===== config.mk =====
export PLATFORM = sky130hd
export DESIGN_NAME = inert_sensor_resp
export DESIGN_NICKNAME = d
export VERILOG_FILES = /design/src/rtl/inert_sensor_resp.sv
export SDC_FILE = /design/constraint.sdc
export NUM_CORES = 1
export LEC_CHECK = 0
export ABC_AREA = 1
export ABC_CLOCK_PERIOD_IN_PS = 8600
export BUFFER_PORTS_ARGS = -buffer_cell sky130_fd_sc_hd__buf_2
export CAP_MARGIN = 10
export CORE_ASPECT_RATIO = 1.25
export CORE_MARGIN = 2
export CORE_UTILIZATION = 45
export DETAILED_ROUTE_END_ITERATION = 8
export PLACE_DENSITY = 0.7
export SKIP_LAST_GASP = 1
export SYNTH_ARGS = -nofsm -noshare
export SYNTH_HDL_FRONTEND = slang
export SYNTH_SLANG_ARGS = --single-unit

===== constraint.sdc =====
create_clock -name clk -period 8.6 [get_ports clk]
set_clock_uncertainty 0.1 [all_clocks]
set_input_delay 2.58 -clock clk [delete_from_list [all_inputs] [get_ports clk]]
set_output_delay 2.58 -clock clk [all_outputs]
set_load 0.01 [all_outputs]

===== src/rtl/inert_sensor_resp.sv =====
// inert_sensor_resp
// SPI responder modelling the inertial sensor at the far end of the
// e-bike inertial link. It decodes 16-bit command frames and accepts
// configuration writes. Register reads return a coherent snapshot of the
// roll, yaw, AY and AZ inputs. INT is raised at a configurable data rate.
//
// Ports
//   clk, rst          system clock, async active-high reset
//   SS_n, SCLK, MOSI  SPI from master (async to clk, SCLK idles high)
//   MISO              read data, MSB first, 0 while SS_n high
//   INT               data-ready level interrupt
//   roll_in..az_in    live sensor values captured into the snapshot
//   wr_vld            1-cycle pulse on a committed config write
//   wr_addr, wr_data  address/data of the last committed write
module inert_sensor_resp #(
    parameter int          ODR_CYCLES = 50000,
    parameter logic [7:0]  WHO_AM_I   = 8'h6A
) (
    input  logic        clk,
    input  logic        rst,
    input  logic        SS_n,
    input  logic        SCLK,
    input  logic        MOSI,
    output logic        MISO,
    output logic        INT,
    input  logic [15:0] roll_in,
    input  logic [15:0] yaw_in,
    input  logic [15:0] ay_in,
    input  logic [15:0] az_in,
    output logic        wr_vld,
    output logic [6:0]  wr_addr,
    output logic [7:0]  wr_data
);

    localparam int             CW       = $clog2(ODR_CYCLES);
    localparam logic [CW-1:0]  ODR_LAST = CW'(ODR_CYCLES - 1);

    // ---------------------------------------------------------------
    // Synchronizers and edge detection. SS_n/SCLK flops reset to their
    // idle-high level so reset release does not look like an edge.
    // ---------------------------------------------------------------
    logic [1:0] ss_sync, sclk_sync, mosi_sync;
    logic       ss_q, sclk_q;
    logic       ss_s, sclk_s, mosi_s;

    always_ff @(posedge clk or posedge rst) begin
        if (rst) begin
            ss_sync   <= 2'b11;
            sclk_sync <= 2'b11;
            mosi_sync <= 2'b00;
            ss_q      <= 1'b1;
            sclk_q    <= 1'b1;
        end else begin
            ss_sync   <= {ss_sync[0], SS_n};
            sclk_sync <= {sclk_sync[0], SCLK};
            mosi_sync <= {mosi_sync[0], MOSI};
            ss_q      <= ss_sync[1];
            sclk_q    <= sclk_sync[1];
        end
    end

    assign ss_s   = ss_sync[1];
    assign sclk_s = sclk_sync[1];
    assign mosi_s = mosi_sync[1];

    logic ss_fall, ss_rise, sclk_rise, sclk_fall;
    assign ss_fall   = ~ss_s & ss_q;
    assign ss_rise   = ss_s & ~ss_q;
    // SCLK edges only matter inside a frame
    assign sclk_rise = sclk_s & ~sclk_q & ~ss_s;
    assign sclk_fall = ~sclk_s & sclk_q & ~ss_s;

    // ---------------------------------------------------------------
    // Frame shift/transmit datapath
    // ---------------------------------------------------------------
    logic [4:0]  rcnt;
    logic [15:0] rx;
    logic [7:0]  tx;
    logic [15:0] rx_shift;
    logic [7:0]  rd_data;

    logic [7:0]  cfg_0d, cfg_10, cfg_11, cfg_14;
    logic [15:0] snap_roll, snap_yaw, snap_ay, snap_az;

    assign rx_shift = {rx[14:0], mosi_s};

    // Read mux is addressed by the header byte as it completes (rise 8)
    always_comb begin
        rd_data = 8'h00;
        case (rx_shift[6:0])
            7'h0D:   rd_data = cfg_0d;
            7'h0F:   rd_data = WHO_AM_I;
            7'h10:   rd_data = cfg_10;
            7'h11:   rd_data = cfg_11;
            7'h14:   rd_data = cfg_14;
            7'h24:   rd_data = snap_roll[7:0];
            7'h25:   rd_data = snap_roll[15:8];
            7'h26:   rd_data = snap_yaw[7:0];
            7'h27:   rd_data = snap_yaw[15:8];
            7'h2A:   rd_data = snap_ay[7:0];
            7'h2B:   rd_data = snap_ay[15:8];
            7'h2C:   rd_data = snap_az[7:0];
            7'h2D:   rd_data = snap_az[15:8];
            default: rd_data = 8'h00;
        endcase
    end

    always_ff @(posedge clk or posedge rst) begin
        if (rst) begin
            rcnt <= 5'd0;
            rx   <= 16'h0000;
            tx   <= 8'h00;
        end else if (ss_fall) begin
            rcnt <= 5'd0;
            rx   <= 16'h0000;
            tx   <= 8'h00;
        end else if (sclk_rise) begin
            rx <= rx_shift;
            if (rcnt != 5'd16)
                rcnt <= rcnt + 5'd1;
            if (rcnt == 5'd7)
                tx <= rx_shift[7] ? rd_data : 8'h00;
        end else if (sclk_fall && rcnt >= 5'd9) begin
            tx <= {tx[6:0], 1'b0};
        end
    end

    // Gate on the raw pin so MISO drops as soon as the master deselects,
    // and on ss_q so stale tx bits never leak before the fall clears tx.
    assign MISO = tx[7] & ~ss_q & ~SS_n;

    // ---------------------------------------------------------------
    // Commit on SS_n rise of a complete frame
    // ---------------------------------------------------------------
    logic commit, wr_hit, int_clr;
    logic [6:0] c_addr;

    assign c_addr  = rx[14:8];
    assign commit  = ss_rise & (rcnt == 5'd16);
    assign wr_hit  = commit & ~rx[15] &
                     ((c_addr == 7'h0D) | (c_addr == 7'h10) |
                      (c_addr == 7'h11) | (c_addr == 7'h14));
    assign int_clr = commit & rx[15] & (c_addr == 7'h2D);

    always_ff @(posedge clk or posedge rst) begin
        if (rst) begin
            wr_vld  <= 1'b0;
            wr_addr <= 7'h00;
            wr_data <= 8'h00;
            cfg_0d  <= 8'h00;
            cfg_10  <= 8'h00;
            cfg_11  <= 8'h00;
            cfg_14  <= 8'h00;
        end else begin
            wr_vld <= wr_hit;
            if (wr_hit) begin
                wr_addr <= c_addr;
                wr_data <= rx[7:0];
                case (c_addr)
                    7'h0D:   cfg_0d <= rx[7:0];
                    7'h10:   cfg_10 <= rx[7:0];
                    7'h11:   cfg_11 <= rx[7:0];
                    default: cfg_14 <= rx[7:0];
                endcase
            end
        end
    end

    // ---------------------------------------------------------------
    // Output data rate, snapshot and INT
    // ---------------------------------------------------------------
    logic          int_en, tick, pend, apply;
    logic [CW-1:0] odr_cnt;

    assign int_en = cfg_0d[1];
    assign tick   = int_en & (odr_cnt == ODR_LAST);
    // Requiring ss_q high too pushes a deferred tick to the cycle after the
    // commit, so the frame that just ended keeps its own snapshot.
    assign apply  = (tick | pend) & ss_s & ss_q;

    always_ff @(posedge clk or posedge rst) begin
        if (rst) begin
            odr_cnt   <= '0;
            pend      <= 1'b0;
            INT       <= 1'b0;
            snap_roll <= 16'h0000;
            snap_yaw  <= 16'h0000;
            snap_ay   <= 16'h0000;
            snap_az   <= 16'h0000;
        end else if (!int_en) begin
            odr_cnt <= '0;
            pend    <= 1'b0;
            INT     <= 1'b0;
        end else begin
            odr_cnt <= tick ? '0 : odr_cnt + CW'(1);
            if (apply) begin
                // set wins over a same-cycle 0x2D clear
                snap_roll <= roll_in;
                snap_yaw  <= yaw_in;
                snap_ay   <= ay_in;
                snap_az   <= az_in;
                pend      <= 1'b0;
                INT       <= 1'b1;
            end else begin
                if (tick)
                    pend <= 1'b1;
                if (int_clr)
                    INT <= 1'b0;
            end
        end
    end

endmodule


# == After elaboration in Yosys (flattened, before gate mapping) ==
# Cells that the tools add are included.
# word_totals
register_bits,167
wordCells,108
output_inout_bits,18
# op_classes
reduce_logical,12
magnitude_cmp,1
n_eq_ne,25
n_bitwise,27
mux,19
addsub,2
# ops
operator,n
$pmux W8 S13,1
$mux W16,4
$eq A7 B6 Y1 const B,9
$eq A7 B5 Y1 const B,6
$mux W8,5
$eq A7 B4 Y1 const B,3
$add A16 B1 Y16 const B,1
$and A1 B1 Y1,16
$eq A16 B16 Y1 const B,1
$mux W5,3
$reduce_and A2 Y1,7
$not A1 Y1,7
$mux W1,6
$ne A3 B1 Y1 const B,2
$add A5 B1 Y5 const B,1
$eq A5 B3 Y1 const B,1
$eq A5 B5 Y1 const B,1
$ge A5 B4 Y1 const B,1
$ne A5 B5 Y1 const B,1
$or A1 B1 Y1,4
$reduce_bool A2 Y1,2
$ne A3 B2 Y1 const B,1
$reduce_bool A3 Y1,1
$reduce_or A3 Y1,1
$logic_and A1 B1 Y1,1

# == Logic depth before layout (Yosys ltp) ==
# Gate-level depths: netlist of the first run.
# logic_depth
depth_word,8
mapped_depth,12
ltp_nobuf,12

# == Least setup slack after synthesis of the first run ==
# OpenSTA, ideal clock, no wires.
# synth_timing
path_kind,input to output
from,input SS_n
to,output MISO
required_time_ns,5.920
path_buffers,0
arrival_ns,2.749
setup_slack_ns,3.171
path_stages,1
cell_sequence,nor2_1
# synth_via
elab_chain_cells,2
# synth_lines
item,line,text
start: declaration,21,"input logic SS_n,"
$not A1 Y1,130,assign MISO = tx[7] & ~ss_q & ~SS_n;
$and A1 B1 Y1,130,
end: declaration,24,"output logic MISO,"
# No other way between the ends.

# == Worst setup path after layout of the first run ==
# Ends and elaborated chain as after synthesis.

==> reports/qor.yml, run 1 <==
p_sw_uw: 359
setup_viol_count_final: 0
netSwitchingFraction_pct: 23.3
clockRootBuffer: "clkbuf_16"
finalCritPeriodShare_pct: 65.0
post_cts_buffers: 0
cts.htree.levels: 4
fmax_mhz: 179
start_util_pct: 46.0
path_cells: "buf_2 -> nor2_1 -> buf_2"
power_density_mw_per_mm2: 170
power_frac_clock_pct: 43.4
tightestPinTransition_ns: 1.17
synth_cells: 989
path_buf_inv: 2
track_usage_pct: 22.2
crit_required_ns: 5.92
outcome: "completed"
firstDrtPassIters: 6
viasPerCell: 5.29
tritoncts: "built"
insertion_delay_ns: 0.43
slew_headroom_pct: 21.5
grt_pass1_wl_um: 33200
antenna_found_initial: 0
worst_slack_ns: 3.01
met1_usage_pct: 29.4
synth_cell_type_count: 36
crit_arrival_ns: 2.91
fin_crit_ns: 5.59
syn_nets: 1062
post-place-ws_ns: 3.01
power_leakage_uw: 0.00434
vias: 6858
area_delta_synth_final_pct: 13.0
final_core_util_pct: 52.0
crit_type: "in -> out"
drc: 0
crit_slowest_cell: "buf_2"
grt-ovfl-total: 0
hold_violations: 0
synth.top_cell.area_share_pct: 50.2
routedWlPerCell_um: 15.0
drt-initial-drc-count: 406
path_common_cell: "buf_2"
floorplan.die_area_mm2: 0.0189
die_h_um: 153
setup_tns_ns: 0
rsz0062_at_grt: "no"
cts.clk_slew.worst_paths_ns: 0.06
post-dp-hpwl_um: 13600
p_int_uw: 1180
grt_pass1_vias: 6819
netlist_area_mm2: 0.00802
die_w_um: 123
yosysTopAreaCell: "dfrtp_1"
top_usage_layer: "met2"
cts_resized: 0
fin_hold_ws_ns: 0.255
met3_usage_pct: 4.07
synth_area_per_cell_um2: 8.11
numCtsBuffers: 17
final_cell_mix: "310 x nand2_1, 175 x nand3_1, 161 x dfrtp_1, 86 x buf_2, 65 x inv_1"
fp-row-count: 54
portBuffers: 86
hp-class: "reg -> reg"
p_seq_share_pct: 52.2
ant_nets: 0
ys_seq_area_share_pct: 52.2
path_delay_family: "buffers and inverters"
yosysWarnings: 0
pin_count: 87
routed_wl_um: 19400
place_area_mm2: 0.00856
worstPathMaxFanout: 2
max_cap_viol_count: 0
peakVddDrop_mv: 0.139
worst_path_largest_cell_delay_ns: 0.13
gp_congestion: 0.882
critPathLaunchType: "input port"
maxSlewViolCount: 0
nets: 1133
clock_sinks: 167
drive_gt1_share_pct: 15.4
cts.path.max_buffers: 2
n_antenna_cell: 0
grt_max_degree: 91
coreArea_mm2: 0.0174
ys_ff_latch: 167
holdBufCountCts: 0
endpoint_kind: "output pin"
final_common_cell: "nand2_1"
postLayoutCellArea_mm2: 0.00906
combinationalPowerShare_pct: 4.4
synthTopCellsByArea: "dfrtp_1 50%, nand2_1 15%, nand3_1 11%"
grtUsageMet2_pct: 35.8
==> worst register-to-register path: stages (launching register included) <==
cell and delay (ns):
dfrtp_1 0.37, ha_1 0.19, nand3_1 0.12, nor2_1 0.20, a21oi_1 0.14, nor2_4 0.09, buf_4 0.47, nand2_2 0.87
nand2_1 0.30, nand2_1 0.07
==> state kept, by name, summed over array words and instances, names as in the netlist, 16 cells and up <==
register and cells:
snap_az 16, rx 16, snap_roll 16, odr_cnt 16, snap_yaw 16, snap_ay 16
==> worst paths after layout <==
path	startpoint	endpoint	slack, ns	cells past startpoint
max	SS_n	MISO	3.01	3
min	sclk_sync[0]	sclk_sync[1]	0.25	0
max reg2reg	odr_cnt[0]	snap_ay[15]	5.56	9
min reg2reg	sclk_sync[0]	sclk_sync[1]	0.25	0
max in group asynchronous	rst	snap_az[0]	4.71	3
min in group asynchronous	rst	mosi_sync[0]	2.20	2
==> power by group through the flow <==
stage	clock network, uW	logic (uW)	registers [uW]
floorplan	0	40.6	817
global route	716	78.3	805
global placement	0	68.2	818
CTS	679	69.4	804
detailed placement	0	69.2	819
finish	669	67.5	804
==> cell families (layout without fill, tap and decap cells) <==
family,count (synthesis),after routing,synth area share (%)
AO/OA/AOI/OAI,88,88,5.93
adder cells (fa/ha/maj),4,4,0.624
buffers and inverters,115,198,6.36
AND/OR/NAND/NOR,615,615,34.9
flip-flops,167,167,52.2
==> area by class of cell <==
type                    instances  area, um^2
multi-input cells             707        3340
fillers                      1669        8370
flip-flops and latches        167        4190
clock buffers                  21         440
repair buffers                 91         468
clock inverters                10        58.8
well taps                     224         280
inverters                      76         293
==> cells in the mapped netlist (all sizes together) <==
cell    count
o21ai      42
and3        1
a211oi      1
buf        30
nor4        3
ha          4
nand3     176
dfstp       6
dfrtp     161
nand4      25
o31ai       1
nand3b      1
nor3b       1
a31oi       1
inv        76
nand2     318
clkbuf      9
or2         1
nor3       12
a21oi      29
nor2       77
o22ai      14
==> metrics by stage <==
| step | power (uW) | instances |
|---|---|---|
| after floorplan | 857 | 989 |
| after global placement | 887 | 1265 |
| after detailed placement | 888 | 1265 |
| after CTS | 1550 | 1296 |
| after global routing | 1600 | 1296 |
| final | 1540 | 1296 |
==> per-layer routing <==
layer,wire length [um],share of wire (%)
met1,8320,43
met2,9520,49
met3,1030,5.3
met4,510,2.6
met5,0,0
Note: power is estimated with default switching activity, not from simulation.
==> run 2: changes to the inputs <==
--- a/config.mk
+++ b/config.mk
@@ -6,7 +6,7 @@
 export NUM_CORES = 1
 export LEC_CHECK = 0
 export ABC_AREA = 1
-export ABC_CLOCK_PERIOD_IN_PS = 8600
+export ABC_CLOCK_PERIOD_IN_PS = 5730
 export BUFFER_PORTS_ARGS = -buffer_cell sky130_fd_sc_hd__buf_2
 export CAP_MARGIN = 10
 export CORE_ASPECT_RATIO = 1.25
==> constraint.sdc (replaced) <==
create_clock -name clk -period 5.73 [get_ports clk]
set_clock_uncertainty 0.1 [all_clocks]
set_input_delay 1.719 -clock clk [delete_from_list [all_inputs] [get_ports clk]]
set_output_delay 1.719 -clock clk [all_outputs]
set_load 0.01 [all_outputs]
==> run 2 against run 1 <==
Compared with the run above:
- clock-buffer cell count shrank 4
- cell count is the same
- utilization grew 0.78 points
- sequential power grew 50%
- die area is the same
- register-to-register slack lost 2.9 ns
- sequential cell count is the same
- final area grew 1.5%
- combinational power grew 53%
- critical path type unchanged
==> reports/qor.yml, run 2 (same netlist as run 1, synthesis figures left out) <==
outcome: "completed"
fin_cells: 1296
register_area_mm2: 0.00419
fmax_mhz: 260
cts_resized: 0
worstPathMaxFanout: 2
clockRootBuffer: "clkbuf_16"
maxSlewViolCount: 0
netSwitchingFraction_pct: 22.6
cts.htree.levels: 4
finalCritPeriodShare_pct: 67.2
wl_met3_um: 793
peakVddDrop_mv: 0.179
post_cts_buffers: 0
p_int_uw: 1960
grt-ovfl-total: 0
routed_wl_um: 19700
n_antenna_cell: 0
cts.clk_slew.worst_paths_ns: 0.06
start_util_pct: 46.0
drt-initial-drc-count: 505
p_sw_uw: 572
power_density_mw_per_mm2: 275
hp-class: "reg -> reg"
firstDrtPassIters: 5
grt_pass1_vias: 6699
power_leakage_uw: 0.00439
ant_nets: 0
path_common_cell: "buf_2"
tritoncts: "built"
portBuffers: 86
grt_pass1_wl_um: 33400
slew_headroom_pct: 21.2
pin_count: 87
track_usage_pct: 22.4
combinationalPowerShare_pct: 4.1
fin_total_pwr_uw: 2530
power_frac_clock_pct: 48.3
crit_required_ns: 3.91
tightestPinTransition_ns: 1.18
routedWlPerCell_um: 15.2
met1Wirelength_um: 8630
viasPerCell: 5.28
holdBufCountCts: 0
area_delta_synth_final_pct: 14.7
critPathLaunchType: "input port"
setup_tns_ns: 0
crit_type: "in -> out"
clock_sinks: 167
vias: 6838
setup_viol_count_final: 0
fp-row-count: 54
post-place-cells: 1265
antenna_found_initial: 0
final_cell_mix: "310 x nand2_1, 175 x nand3_1, 161 x dfrtp_1, 86 x buf_2, 65 x inv_1"
drive_gt1_share_pct: 15.8
highest_layer: "met4"
wl_met2_um: 9590
grt_max_degree: 131
endpoint_kind: "output pin"
gp_congestion: 0.908
fillers: 1664
post-dp-hpwl_um: 13600
rsz0062_at_grt: "no"
crit_slowest_cell: "buf_2"
cts.path.max_buffers: 2
floorplan.die_area_mm2: 0.0189
die_w_um: 123
numCtsBuffers: 17
die_h_um: 153
fin_crit_ns: 3.85
hold_violations: 0
crit_arrival_ns: 2.03
max_cap_viol_count: 0
drc: 0
p_seq_share_pct: 47.7
path_cells: "buf_2 -> nor2_1 -> buf_2"
insertion_delay_ns: 0.43
coreArea_mm2: 0.0174
worst_path_largest_cell_delay_ns: 0.13
nets: 1133
multi_input_area_mm2: 0.00334
final_common_cell: "nand2_1"
==> run 2: cell count changes in the layout (fill, tap and decap cells not counted), sizes merged <==
cell	before	now
clkbuf	21	17
clkinv	8	3
inv	76	79
bufinv	0	4
clkinvlp	2	4
==> run 2: power groups by stage <==
stage / combinational [uW] / sequential (uW) / clock [uW]
global route: 118 / 1210 / 1290
floorplan: 61.2 / 1230 / 0
CTS: 105 / 1210 / 1240
finish: 103 / 1210 / 1220
detailed placement: 105 / 1230 / 0
global placement: 102 / 1230 / 0
==> run 2: layer usage <==
layer  global-route usage, %  vias up
met1                    30.0     3221
met3                    3.54       44
met2                    35.7      177
met4                    9.96        0
li1                        -     3396
met5                       0        -
==> run 2: final cells by class <==
| class | instances | area share, % |
|---|---|---|
| clock buffers | 17 | 4.62 |
| well taps | 224 | 3.05 |
| flip-flops and latches | 167 | 45.5 |
| multi-input cells | 707 | 36.3 |
| inverters | 76 | 3.17 |
| repair buffers | 91 | 5.22 |
| clock inverters | 14 | 2.16 |
==> run 2: worst paths after layout <==
path | startpoint | to | slack (ns) | cells past startpoint
worst max-delay path | SS_n | MISO | 1.88 | 3
worst min-delay path | mosi_sync[0] | mosi_sync[1] | 0.25 | 0
worst max register to register | odr_cnt[0] | snap_ay[8] | 2.69 | 9
worst min register to register | mosi_sync[0] | mosi_sync[1] | 0.25 | 0
max in group asynchronous | rst | snap_az[12] | 3.02 | 3
min in group asynchronous | rst | mosi_sync[0] | 1.34 | 2
==> run 2: worst max-delay path: cells and delay by family <==
| kind | cells | cell delay (ns) |
|---|---|---|
| buffers and inverters | 2 | 0.23 |
| AND/OR/NAND/NOR | 1 | 0.08 |
==> run 2: stage by stage <==
stage	area [um^2]	util [%]	setup WS [ns]	hold WS, ns
after floorplan	8030	-	1.79	0.231
after global placement	8580	49.2	1.87	0.241
final	9200	52.8	1.88	0.247
after CTS	9200	52.8	1.87	0.251
after global routing	9200	52.8	1.83	0.265
after detailed placement	8580	49.2	1.87	0.236
